## src/rtl/hazard_ctrl_if.sv

```systemverilog
`default_nettype none
// +--------------------------------------------------------------------+
// | hazard_ctrl_if : pipeline <-> hazard controller signal bundle      |
// | Revision: 1.0                                                      |
// +--------------------------------------------------------------------+
interface hazard_ctrl_if;
   logic       stall_IC;
   logic       id_valid;
   logic [4:0] id_rs;
   logic [4:0] id_rt;
   logic       id_uses_rs;
   logic       id_uses_rt;
   logic       id_syscall;
   logic       id_is_llsc;
   logic       ex_memread;
   logic       ex_regwrite;
   logic [4:0] ex_wreg;
   logic       flush_done;
   logic       want_freeze;
   logic       id_bubble;
   logic       flush_req;
   logic       SYS;
   logic       flush_err;
   logic [2:0] state_dbg;

   modport master (
      output stall_IC, id_valid, id_rs, id_rt, id_uses_rs, id_uses_rt,
             id_syscall, id_is_llsc, ex_memread, ex_regwrite, ex_wreg,
             flush_done,
      input  want_freeze, id_bubble, flush_req, SYS, flush_err, state_dbg
   );

   modport slave (
      input  stall_IC, id_valid, id_rs, id_rt, id_uses_rs, id_uses_rt,
             id_syscall, id_is_llsc, ex_memread, ex_regwrite, ex_wreg,
             flush_done,
      output want_freeze, id_bubble, flush_req, SYS, flush_err, state_dbg
   );
endinterface
`default_nettype wire

```

## src/rtl/hazard_ctrl.sv

```systemverilog
`default_nettype none
// +--------------------------------------------------------------------+
// | hazard_ctrl : load-use stall and syscall/LL/SC drain-flush control |
// | Revision: 1.0                                                      |
// +--------------------------------------------------------------------+
module hazard_ctrl #(
   parameter int DRAIN_CYCLES  = 3,
   parameter int FLUSH_TIMEOUT = 255
) (
   input  wire logic     CLK,
   input  wire logic     RESET,
   hazard_ctrl_if.slave  hz
);

   localparam int c_DRAIN_W = (DRAIN_CYCLES > 0) ? $clog2(DRAIN_CYCLES + 1) : 1;
   localparam int c_TO_W    = (FLUSH_TIMEOUT > 0) ? $clog2(FLUSH_TIMEOUT + 1) : 1;

   localparam logic [c_DRAIN_W-1:0] c_DRAIN_LOAD = c_DRAIN_W'(DRAIN_CYCLES - 1);
   localparam logic [c_DRAIN_W-1:0] c_DRAIN_ONE  = c_DRAIN_W'(1);
   localparam logic [c_DRAIN_W-1:0] c_DRAIN_ZERO = '0;
   localparam logic [c_TO_W-1:0]    c_TO_ONE     = c_TO_W'(1);
   localparam logic [c_TO_W-1:0]    c_TO_MAX     = c_TO_W'(FLUSH_TIMEOUT);
   localparam logic [c_TO_W-1:0]    c_TO_LAST    = c_TO_W'(FLUSH_TIMEOUT - 1);
   localparam logic                 c_DRAIN_DIRECT = (DRAIN_CYCLES <= 1);

   typedef enum logic [2:0] {
      S_RUN     = 3'd0,
      S_LDUSE   = 3'd1,
      S_DRAIN   = 3'd2,
      S_FLUSH   = 3'd3,
      S_SIGNAL  = 3'd4,
      S_RELEASE = 3'd5
   } state_t;

   state_t                 r_state;
   state_t                 w_next_state;
   logic [c_DRAIN_W-1:0]   r_drain_cnt;
   logic [c_TO_W-1:0]      r_to_cnt;
   logic                   r_flush_req;
   logic                   r_sys;
   logic                   r_flush_err;
   logic                   r_llsc;

   logic                   w_enable;
   logic                   w_hazard;
   logic                   w_want_freeze;
   logic                   w_id_bubble;
   logic                   w_drain_load;
   logic                   w_enter_flush;
   logic                   w_leave_flush;
   logic                   w_timeout;
   logic                   w_latch_llsc;

   assign w_enable = ~hz.stall_IC;

   // $0 is never a real producer, so a load into it cannot create a hazard
   assign w_hazard = hz.id_valid & hz.ex_memread & hz.ex_regwrite &
                     (hz.ex_wreg != 5'd0) &
                     ((hz.id_uses_rs & (hz.id_rs == hz.ex_wreg)) |
                      (hz.id_uses_rt & (hz.id_rt == hz.ex_wreg)));

   always_comb begin
      w_next_state  = r_state;
      w_want_freeze = 1'b0;
      w_id_bubble   = 1'b0;
      w_drain_load  = 1'b0;
      w_enter_flush = 1'b0;
      w_leave_flush = 1'b0;
      w_timeout     = 1'b0;
      w_latch_llsc  = 1'b0;

      case (r_state)
         S_RUN: begin
            if (w_hazard) begin
               w_want_freeze = 1'b1;
               w_id_bubble   = 1'b1;
               w_next_state  = S_LDUSE;
            end else if (hz.id_valid && hz.id_syscall) begin
               w_want_freeze = 1'b1;
               w_id_bubble   = 1'b1;
               w_latch_llsc  = 1'b1;
               if (c_DRAIN_DIRECT) begin
                  w_enter_flush = 1'b1;
                  w_next_state  = S_FLUSH;
               end else begin
                  w_drain_load  = 1'b1;
                  w_next_state  = S_DRAIN;
               end
            end
         end

         S_LDUSE: begin
            w_next_state = S_RUN;
         end

         S_DRAIN: begin
            w_want_freeze = 1'b1;
            w_id_bubble   = 1'b1;
            // Counter reaches zero on this edge: the RUN cycle was bubble #1
            if (r_drain_cnt <= c_DRAIN_ONE) begin
               w_enter_flush = 1'b1;
               w_next_state  = S_FLUSH;
            end
         end

         S_FLUSH: begin
            w_want_freeze = 1'b1;
            w_id_bubble   = 1'b1;
            if (hz.flush_done) begin
               w_leave_flush = 1'b1;
               w_next_state  = S_SIGNAL;
            end else if (r_to_cnt == c_TO_LAST) begin
               w_leave_flush = 1'b1;
               w_timeout     = 1'b1;
               w_next_state  = S_SIGNAL;
            end
         end

         S_SIGNAL: begin
            w_want_freeze = 1'b1;
            w_next_state  = S_RELEASE;
         end

         S_RELEASE: begin
            w_next_state = S_RUN;
         end

         default: begin
            w_next_state = S_RUN;
         end
      endcase

      if (!RESET) begin
         w_want_freeze = 1'b0;
         w_id_bubble   = 1'b0;
      end
   end

   always_ff @(posedge CLK or negedge RESET) begin
      if (!RESET) begin
         r_state     <= S_RUN;
         r_drain_cnt <= '0;
         r_to_cnt    <= '0;
         r_flush_req <= 1'b0;
         r_sys       <= 1'b0;
         r_flush_err <= 1'b0;
         r_llsc      <= 1'b0;
      end else begin
         // SYS is a strobe: a stalled edge drops it and SIGNAL re-issues it later
         r_sys <= 1'b0;
         if (w_enable) begin
            r_state <= w_next_state;

            if (w_drain_load) begin
               r_drain_cnt <= c_DRAIN_LOAD;
            end else if ((r_state == S_DRAIN) && (r_drain_cnt != c_DRAIN_ZERO)) begin
               r_drain_cnt <= r_drain_cnt - c_DRAIN_ONE;
            end

            if (w_enter_flush) begin
               r_flush_req <= 1'b1;
               r_to_cnt    <= '0;
            end else if (r_state == S_FLUSH) begin
               if (r_to_cnt != c_TO_MAX) begin
                  r_to_cnt <= r_to_cnt + c_TO_ONE;
               end
               if (w_leave_flush) begin
                  r_flush_req <= 1'b0;
               end
            end

            if (w_timeout) begin
               r_flush_err <= 1'b1;
            end

            if (w_latch_llsc) begin
               r_llsc <= hz.id_is_llsc;
            end

            if ((r_state == S_SIGNAL) && !r_llsc) begin
               r_sys <= 1'b1;
            end
         end
      end
   end

   assign hz.want_freeze = w_want_freeze;
   assign hz.id_bubble   = w_id_bubble;
   assign hz.flush_req   = r_flush_req;
   assign hz.SYS         = r_sys;
   assign hz.flush_err   = r_flush_err;
   assign hz.state_dbg   = r_state;

endmodule
`default_nettype wire

```

## src/flat_wrapper.sv

```systemverilog
// flat-port wrapper written by rule: the top's interface ports become plain ports
module hazard_ctrl_flat 
#(
   parameter int DRAIN_CYCLES  = 3,
   parameter int FLUSH_TIMEOUT = 255
)
  (CLK, RESET, hz_stall_IC, hz_id_valid, hz_id_rs, hz_id_rt, hz_id_uses_rs, hz_id_uses_rt, hz_id_syscall, hz_id_is_llsc, hz_ex_memread, hz_ex_regwrite, hz_ex_wreg, hz_flush_done, hz_want_freeze, hz_id_bubble, hz_flush_req, hz_SYS, hz_flush_err, hz_state_dbg);
  hazard_ctrl_if hz_i ();
  input  wire logic CLK;
  input  wire logic RESET;
  input wire logic [$bits(hz_i.stall_IC)-1:0] hz_stall_IC;
  input wire logic [$bits(hz_i.id_valid)-1:0] hz_id_valid;
  input wire logic [$bits(hz_i.id_rs)-1:0] hz_id_rs;
  input wire logic [$bits(hz_i.id_rt)-1:0] hz_id_rt;
  input wire logic [$bits(hz_i.id_uses_rs)-1:0] hz_id_uses_rs;
  input wire logic [$bits(hz_i.id_uses_rt)-1:0] hz_id_uses_rt;
  input wire logic [$bits(hz_i.id_syscall)-1:0] hz_id_syscall;
  input wire logic [$bits(hz_i.id_is_llsc)-1:0] hz_id_is_llsc;
  input wire logic [$bits(hz_i.ex_memread)-1:0] hz_ex_memread;
  input wire logic [$bits(hz_i.ex_regwrite)-1:0] hz_ex_regwrite;
  input wire logic [$bits(hz_i.ex_wreg)-1:0] hz_ex_wreg;
  input wire logic [$bits(hz_i.flush_done)-1:0] hz_flush_done;
  output wire logic [$bits(hz_i.want_freeze)-1:0] hz_want_freeze;
  output wire logic [$bits(hz_i.id_bubble)-1:0] hz_id_bubble;
  output wire logic [$bits(hz_i.flush_req)-1:0] hz_flush_req;
  output wire logic [$bits(hz_i.SYS)-1:0] hz_SYS;
  output wire logic [$bits(hz_i.flush_err)-1:0] hz_flush_err;
  output wire logic [$bits(hz_i.state_dbg)-1:0] hz_state_dbg;
  assign hz_i.stall_IC = hz_stall_IC;
  assign hz_i.id_valid = hz_id_valid;
  assign hz_i.id_rs = hz_id_rs;
  assign hz_i.id_rt = hz_id_rt;
  assign hz_i.id_uses_rs = hz_id_uses_rs;
  assign hz_i.id_uses_rt = hz_id_uses_rt;
  assign hz_i.id_syscall = hz_id_syscall;
  assign hz_i.id_is_llsc = hz_id_is_llsc;
  assign hz_i.ex_memread = hz_ex_memread;
  assign hz_i.ex_regwrite = hz_ex_regwrite;
  assign hz_i.ex_wreg = hz_ex_wreg;
  assign hz_i.flush_done = hz_flush_done;
  assign hz_want_freeze = hz_i.want_freeze;
  assign hz_id_bubble = hz_i.id_bubble;
  assign hz_flush_req = hz_i.flush_req;
  assign hz_SYS = hz_i.SYS;
  assign hz_flush_err = hz_i.flush_err;
  assign hz_state_dbg = hz_i.state_dbg;
  hazard_ctrl #(.DRAIN_CYCLES(DRAIN_CYCLES), .FLUSH_TIMEOUT(FLUSH_TIMEOUT)) u_core (.CLK(CLK), .RESET(RESET), .hz(hz_i));
endmodule
```

## config.mk

```make
export PLATFORM = sky130hd
export DESIGN_NAME = hazard_ctrl_flat
export DESIGN_NICKNAME = d
export VERILOG_FILES = /design/src/rtl/hazard_ctrl_if.sv /design/src/rtl/hazard_ctrl.sv /design/src/flat_wrapper.sv
export SDC_FILE = /design/constraint.sdc
export NUM_CORES = 1
export LEC_CHECK = 0
export CORE_MARGIN = 2
export CORE_UTILIZATION = 50
export CTS_CLUSTER_SIZE = 24
export DETAILED_ROUTE_END_ITERATION = 10
export PLACE_DENSITY = 0.84
export SLEW_MARGIN = 10
export SYNTH_ARGS = -nofsm -noshare
export SYNTH_HDL_FRONTEND = slang
export SYNTH_SLANG_ARGS = --single-unit
```

## constraint.sdc

```tcl
create_clock -name CLK -period 2.9 [get_ports CLK]
set_input_delay 0.435 -clock CLK [delete_from_list [all_inputs] [get_ports CLK]]
set_output_delay 0.435 -clock CLK [all_outputs]
set_load 0.005 [all_outputs]
```

# Word level (Yosys, flattened, before mapping)
# Cells that the tools add are included.
[op_classes] addsub=2 multipliers=0 n_div=0 n_lt_le_gt_ge=1 eq_ne=10 shifts=0 muxes=31 bitwise_logic=8 reduce_logical=19
[op_table] op="two-way mux 8 bit" count=3
[op_table] op="two-way mux 1 bit" count=18
[op_table] op="two-way mux 3 bit" count=5
[op_table] op="case mux 3 bit (4 select lines)" count=1
[op_table] op="== test 5 bit" count=2
[op_table] op="nonzero test 2 bit" count=5
[op_table] op="adder 8 x 1 -> 8 bit (second input constant)" count=1
[op_table] op="== test 8 bit (second input constant)" count=1
[op_table] op="inequality test 8 bit (second input constant)" count=1
[op_table] op="AND 1 bit" count=6
[op_table] op="== test 3 x 2 -> 1 bit (second input constant)" count=2
[op_table] op="AND reduction 2 bit" count=3
[op_table] op="AND reduction 3 bit" count=2
[op_table] op="nonzero test 5 bit" count=1
[op_table] op="two-way mux 2 bit" count=2
[op_table] op="case mux 1 bit (2 select lines)" count=2
[op_table] op="AND reduction 4 bit" count=1
[op_table] op="== test 3 bit (second input constant)" count=1
[op_table] op="logical AND 1 bit" count=3
[op_table] op="logical NOT 3 bit" count=1
[op_table] op="inequality test 3 x 1 -> 1 bit (second input constant)" count=1
[op_table] op="inequality test 3 x 2 -> 1 bit (second input constant)" count=1
[op_table] op="OR reduction 3 bit" count=1
[op_table] op="less-or-equal comparator 2 x 1 -> 1 bit (second input constant)" count=1
[op_table] op="other kinds (6)" count=6
[word_totals] reg_bits=17 latchBits=0 ramBits=0 romBits=0 input_bits=26 output_inout_bits=8 elab_cells=78 mem_count=0

# Logic depth before layout (Yosys ltp)
# Gate-level depths: netlist (run 1).
[logic_depth] ltp_word=8 depth_mapped=7 ltp_nobuf=7

# Worst setup path before layout (run 1)
# Ideal clock, no wire load.
[synth_path] kind="in2out" from="in hz_ex_wreg[1]" to="out hz_id_bubble" arrival_time_ns=1.267 t_required_ns=2.465 path_slack_ns=1.198 cell_stages=5 n_path_buf=0 path_cell_list="xnor2_1 > nand4_1 > o22ai_2 > a21oi_1 > a211oi_1"
[synth_via] elab_chain_cells=7 elab_cells_between_ends=11
[synth_rtl] item="start, declared" line_no="flat_wrapper.sv:21" rtl="input wire logic [$bits(hz_i.ex_wreg)-1:0] hz_ex_wreg;"
[synth_rtl] item="== test 5 bit, on equally long branches" line_no="hazard_ctrl.sv:59, hazard_ctrl.sv:60"
[synth_rtl] item="AND 1 bit, on equally long branches" line_no="hazard_ctrl.sv:59, hazard_ctrl.sv:60"
[synth_rtl] item="bitwise OR 1 bit" line_no="hazard_ctrl.sv:59" rtl="((hz.id_uses_rs & (hz.id_rs == hz.ex_wreg)) |"
[synth_rtl] item="AND 1 bit *" line_no="hazard_ctrl.sv:58" rtl="(hz.ex_wreg != 5'd0) &"
[synth_rtl] item="two-way mux 1 bit *" line_no="hazard_ctrl.sv:74" rtl="if (w_hazard) begin"
[synth_rtl] item="case mux 1 bit (2 select lines) *" line_no="hazard_ctrl.sv:72" rtl="case (r_state)"
[synth_rtl] item="two-way mux 1 bit *" line_no="hazard_ctrl.sv:133" rtl="if (!RESET) begin"
[synth_rtl] item="end, declared" line_no="flat_wrapper.sv:24" rtl="output wire logic [$bits(hz_i.id_bubble)-1:0] hz_id_bubble;"
# Every way passes the cells marked *; elsewhere a longest branch is shown, timed or not.

# Worst setup path after layout (run 1)
[layout_path] from="in hz_ex_wreg[2]" to="out hz_id_bubble"
# Same word-level chain as after synthesis.

==> impl_metrics.py, run 1 <==
metrics = {
    "global_routing": {
        "antenna_found_initial": 0,
        "gr-total-overflow": 0,
        "grt_usage_pct": 21.3,
        "grt_pass1_wl_mm": 4.24,
        "grt_pass1_vias": 946,
        "grt_start_max_net_pins": 18,
    },
    "timing": {
        "setup_viol": 0,
        "worst_hold_slack_ns": 0.489,
        "setup_slack_ns": 0.0884,
        "period_share_pct": 97.0,
        "tightest_slew_ns": 0.352,
        "relSlewSlack_pct": 76.5,
        "final.setup_skew_ns": 0.00611,
        "clock.fmax_ghz": 0.356,
        "post-route-min-period_ns": 2.81,
        "drv_slew": 0,
        "hold_violations": 0,
    },
    "finish": {
        "area_delta_synth_final_pct": 32.7,
        "fillers": 165,
        "drive_gt1_share_pct": 9.21,
        "utilization_pct": 69.8,
        "final_cells": 180,
        "final_nets": 183,
        "diodes": 0,
    },
    "worst_setup_path": {
        "crit_required_ns": 2.47,
        "crit_path_end_kind": "output port",
        "critPathArrivalTime_ns": 2.38,
        "path_class": "primary input to output port",
        "path_max_fanout": 5,
        "start_kind": "primary input",
    },
    "yosys": {
        "yosys.area.top_type": "dfrtp_1",
        "synthTopCellsByArea": "dfrtp_1, xnor2_1, nor2_1",
        "async_reset_ff_share_pct": 100,
        "synthCells": 116,
        "yosysMostFrequentCell": "dfrtp_1",
        "synth.top_cells.by_count": "dfrtp_1, nor2_1, xnor2_1",
        "syn-cell-area_mm2": 0.00115,
        "synth_cell_types": 40,
        "ys_seq_elements": 17,
        "synth_edf_count": 0,
        "avgSynthCellArea_um2": 9.93,
        "seq_area_frac_synth_pct": 36.9,
        "ys_warn_count": 0,
        "synth.top_cell.area_share_pct": 36.9,
        "syn-num-nets": 146,
        "synth_ff_type": "dfrtp_1",
    },
    "die": {
        "dieHeight_um": 52.0,
        "die-area_mm2": 0.00270,
        "coreArea_mm2": 0.00219,
        "fp.dieW_um": 52.0,
        "num_rows": 17,
        "io_pins": 34,
        "start_util_pct": 52.6,
    },
    "clocking": {
        "numCtsBuffers": 3,
        "root_buffer": "clkbuf_4",
        "cts_max_level": 1,
        "cts_tree": "done",
        "numClockSinks": 17,
        "clk_latency_ns": 0.29,
        "clockBufferDepth": 2,
        "clk_pin_slew_ns": 0.09,
    },
    "detailed_routing": {
        "ant_nets": 0,
        "via_count": 946,
        "wl_per_cell_um": 14.1,
        "drtPass1Iterations": 4,
        "viasPerCell": 5.26,
        "drc_errors": 0,
        "drtIter0Drc": 4,
        "wl_mm": 2.54,
    },
    "placement": {
        "dp_cells": 175,
        "place_congestion": 0.813,
        "dp.final_hpwl_mm": 2.17,
        "place_ws_ns": 0.0558,
        "numPortBuffers": 33,
    },
    "power_and_ir_drop": {
        "powerDensity_mw_per_mm2": 600,
        "finalPower_w": 0.000917,
        "cellLeakagePower_nw": 0.658,
        "vdd_ir_drop_max_mv": 0.403,
    },
    "min_path": {
        "holdCritPathClass": "flop to flop",
    },
    "run": {
        "drv_cap": 0,
    },
    "outcome": {
        "status": "finished, final reports clean",
    },
}
==> area by class of cell <==
class / count / area (µm²) / area share, %
multi-input combinational: 91 / 678 / 44.4
inverter: 5 / 18.8 / 1.23
sequential: 17 / 425 / 27.8
clock buffer: 4 / 26.3 / 1.72
timing repair buffer: 35 / 345 / 22.6
tap: 28 / 35.0 / 2.29
==> kinds of logic after synthesis <==
kind of cell	after synthesis	share of synthesized area (%)
adders and majority gates	4	4.34
xor gates and xnor gates	17	12.9
AOI/OAI and AO/OA	23	17.0
muxes	2	1.85
and+or+nand+nor	45	22.7
DFF	17	36.9
buffers and inverters	8	4.23
==> power breakdown <==
| group | total [W] | switching [W] | internal, W |
|---|---|---|---|
| clock network | 0.000125 | 0.0000711 | 0.0000535 |
| logic | 0.000408 | 0.000175 | 0.000233 |
| registers | 0.000385 | 0.0000850 | 0.000300 |
==> worst max-delay path: stages <==
cell             delay [ns]
clkdlybuf4s50_1        0.54
xnor2_1                0.15
nand4_1                0.13
o22ai_2                0.23
a21oi_1                0.10
a211oi_1               0.25
clkdlybuf4s50_1        0.54
==> layer usage <==
layer	share of wire [%]	vias to the layer above	wire length, µm	track usage, %
li1	-	480	-	-
met1	42	443	1060	24.6
met2	54	18	1360	39.0
met3	3.7	5	94	6.32
met4	0.95	0	24	3.51
met5	0	-	0	0
==> layout by cell type (no fill, tap or decap), types with 2 or more instances in the layout <==
cell,n
ha_1,4
a21o_1,3
xor2_1,5
clkbuf_4,3
nor3_1,2
o21ai_0,3
clkdlybuf4s50_1,33
nand4_1,4
nand2_1,7
a21oi_1,6
a211oi_1,2
xnor2_1,12
buf_4,2
dfrtp_1,17
nor3b_1,2
inv_1,5
nor2_1,14
nand3_1,4
==> per-stage QoR <==
step,area (µm²),setup TNS [ns]
after floorplan,1150,0
after global placement,1500,0
after detailed placement,1500,0
after CTS,1520,0
after global routing,1530,-0.000830
final,1530,0
==> registers in the layout, summed over array words and instances (netlist names) <==
| register | flops |
|---|---|
| u_core.hz.SYS | 1 |
| u_core.hz.flush_err | 1 |
| u_core.hz.flush_req | 1 |
| u_core.hz.state_dbg | 3 |
| u_core.r_drain_cnt | 2 |
| u_core.r_llsc | 1 |
| u_core.r_to_cnt | 8 |
==> final timing paths <==
check / to / start / cells past startpoint / slack, ns
max: hz_id_bubble / hz_ex_wreg[2] / 7 / 0.09
min: u_core.hz.flush_err$_DFFE_PN0P_ / u_core.hz.flush_err$_DFFE_PN0P_ / 1 / 0.49
max reg2reg: u_core.r_to_cnt[4]$_DFFE_PN0P_ / u_core.hz.state_dbg[2]$_DFFE_PN0P_ / 5 / 1.30
min reg2reg: u_core.hz.flush_err$_DFFE_PN0P_ / u_core.hz.flush_err$_DFFE_PN0P_ / 1 / 0.49
max in group asynchronous: u_core.r_to_cnt[7]$_DFFE_PN0P_ / RESET / 2 / 2.20
min in group asynchronous: u_core.r_drain_cnt[0]$_DFFE_PN0P_ / RESET / 2 / 0.51
==> timing repair <==
item	4_1_cts	5_1_grt
setup buffers	0	1
hold buffers	0	0
setup endpoints to repair	0	1
gates resized for setup	0	0
No activity file was read; power rests on OpenSTA's default activity.
==> run 2, diff against run 1 <==
Settings changed: CORE_MARGIN 2 to 3.
==> run 2 against run 1 <==
Sequential power is essentially flat; register-to-register slack hardly changed; fmax up 2.5%; sequential cell count did not move; critical path depth stayed put; cell area about the same; non-clock buffer count unchanged; clock skew shrank 0.0051 ns; sequential share of layout area is essentially flat.
==> impl_metrics.py, run 2 (synthesis gave the netlist of run 1 again) <==
metrics = {
    "timing": {
        "hold_violations": 0,
        "setup_viol": 0,
        "relSlewSlack_pct": 75.0,
        "period_share_pct": 94.5,
        "tightest_slew_ns": 0.375,
        "post-route-min-period_ns": 2.74,
        "clock.fmax_ghz": 0.365,
        "final.setup_skew_ns": 0.00106,
        "fin_setup_tns_ns": 0,
        "worst_hold_slack_ns": 0.465,
        "rsz0062_at_grt": "false",
        "drv_slew": 0,
    },
    "power_and_ir_drop": {
        "vdd_ir_drop_max_mv": 0.410,
        "powerDensity_mw_per_mm2": 597,
        "cellLeakagePower_nw": 0.672,
    },
    "worst_setup_path": {
        "cp-startpoint": "hz_ex_wreg[1]",
        "path_max_fanout": 3,
        "critPathArrivalTime_ns": 2.31,
        "path_cells": "clkdlybuf4s50_1 -> xnor2_1 -> nand4_1 -> o22ai_2 -> a21oi_1 -> nor3b_1 -> clkdlybuf4s50_1",
        "critical_path_cell_count": 7,
        "crit_family": "buffers and inverters",
        "path_buf_inv": 2,
        "crit_required_ns": 2.47,
        "cpMostUsedCell": "clkdlybuf4s50_1",
        "path_class": "primary input to output port",
        "r2r-end": "u_core.r_to_cnt[6]$_DFFE_PN0P_",
        "timing.rr.start": "u_core.hz.state_dbg[2]$_DFFE_PN0P_",
        "start_kind": "primary input",
        "crit_path_end_kind": "output port",
        "slowest_delay_ns": 0.54,
        "cpMaxStageDelayCell": "clkdlybuf4s50_1",
        "rrSetupSlack_ns": 1.30,
        "ff2ff_path_depth": 5,
    },
    "detailed_routing": {
        "ant_nets": 0,
        "wl_mm": 2.46,
        "drc_errors": 0,
        "viasPerCell": 5.28,
        "via_count": 945,
        "wl_per_cell_um": 13.8,
        "drtIter0Drc": 6,
        "drtPass1Iterations": 4,
    },
    "min_path": {
        "hold_path_depth": 1,
        "min_to": "u_core.hz.flush_err$_DFFE_PN0P_",
        "holdCritPathClass": "flop to flop",
        "min_from": "u_core.hz.flush_err$_DFFE_PN0P_",
    },
    "die": {
        "dieHeight_um": 54.0,
        "io_pins": 34,
        "num_rows": 16,
        "fp.dieW_um": 54.0,
        "coreArea_mm2": 0.00206,
        "start_util_pct": 55.9,
        "die-area_mm2": 0.00292,
    },
    "finish": {
        "final_nets": 183,
        "final_cells": 179,
        "diodes": 0,
        "area_delta_synth_final_pct": 32.8,
        "fillers": 152,
        "drive_gt1_share_pct": 9.21,
        "utilization_pct": 74.2,
        "multiInputGateArea_um2": 678,
        "seq_area_um2": 425,
        "layout_common_cells": "clkdlybuf4s50_1, dfrtp_1, nor2_1",
        "final_common_cell": "clkdlybuf4s50_1",
        "largest-register": "u_core.r_to_cnt",
        "final_area_mm2": 0.00153,
        "largest_reg_flops": 8,
    },
    "clocking": {
        "cts_max_level": 1,
        "cts_tree": "done",
        "clockBufferDepth": 2,
        "cts_setup_buffers": 0,
        "cts_hold_buf": 0,
        "clk_pin_slew_ns": 0.09,
        "clk_latency_ns": 0.28,
        "numCtsBuffers": 3,
        "cts.repair.resized": 0,
        "root_buffer": "clkbuf_4",
        "numClockSinks": 17,
    },
    "placement": {
        "dp.final_hpwl_mm": 2.04,
        "numPortBuffers": 33,
        "place_area_mm2": 0.00150,
        "dp_cells": 175,
        "place_congestion": 0.798,
    },
    "global_routing": {
        "grt_start_max_net_pins": 18,
        "antenna_found_initial": 0,
        "grt_pass1_wl_mm": 4.22,
        "grt_usage_pct": 20.1,
        "grt_pass1_vias": 947,
        "gr-total-overflow": 0,
    },
    "run": {
        "drv_cap": 0,
    },
    "outcome": {
        "status": "finished, final reports clean",
    },
}
run 2: worst max path at each step:
stage                                end  slack (ns)
after floorplan             hz_id_bubble        1.20
after global placement      hz_id_bubble        0.18
after detailed placement    hz_id_bubble        0.11
after CTS                   hz_id_bubble        0.11
after global routing      hz_want_freeze       0.006
final                     hz_want_freeze        0.16
run 2: cell type report:
cell class,count,share of cell area [%]
sequential,17,27.8
tap,27,2.21
multi-input combinational,91,44.3
timing repair buffer,35,22.7
inverter,5,1.23
clock buffer,4,1.72
run 2: routing by layer:
metal  vias to the layer above  part of all wire (%)  track usage [%]
met5                         -                     0                0
met4                         0                   1.2             5.81
met3                         5                   3.7             4.71
met2                        18                    50             33.1
met1                       439                    45             26.1
li1                        483                     -                -
run 2: report_power, final:
part,internal [W],total [W],switching [W],leakage [nW]
Combinational,0.000233,0.000404,0.000172,0.435
Sequential,0.000300,0.000387,0.0000873,0.222
Clock,0.0000535,0.000123,0.0000691,0.0150
Total,0.000586,0.000914,0.000328,0.672
run 2: metrics by stage:
step	setup slack (ns)	total power [W]
after floorplan	1.20	0.000647
after global placement	0.176	0.000780
after detailed placement	0.106	0.000800
after CTS	0.110	0.000924
after global routing	0.00609	0.000994
final	0.158	0.000914
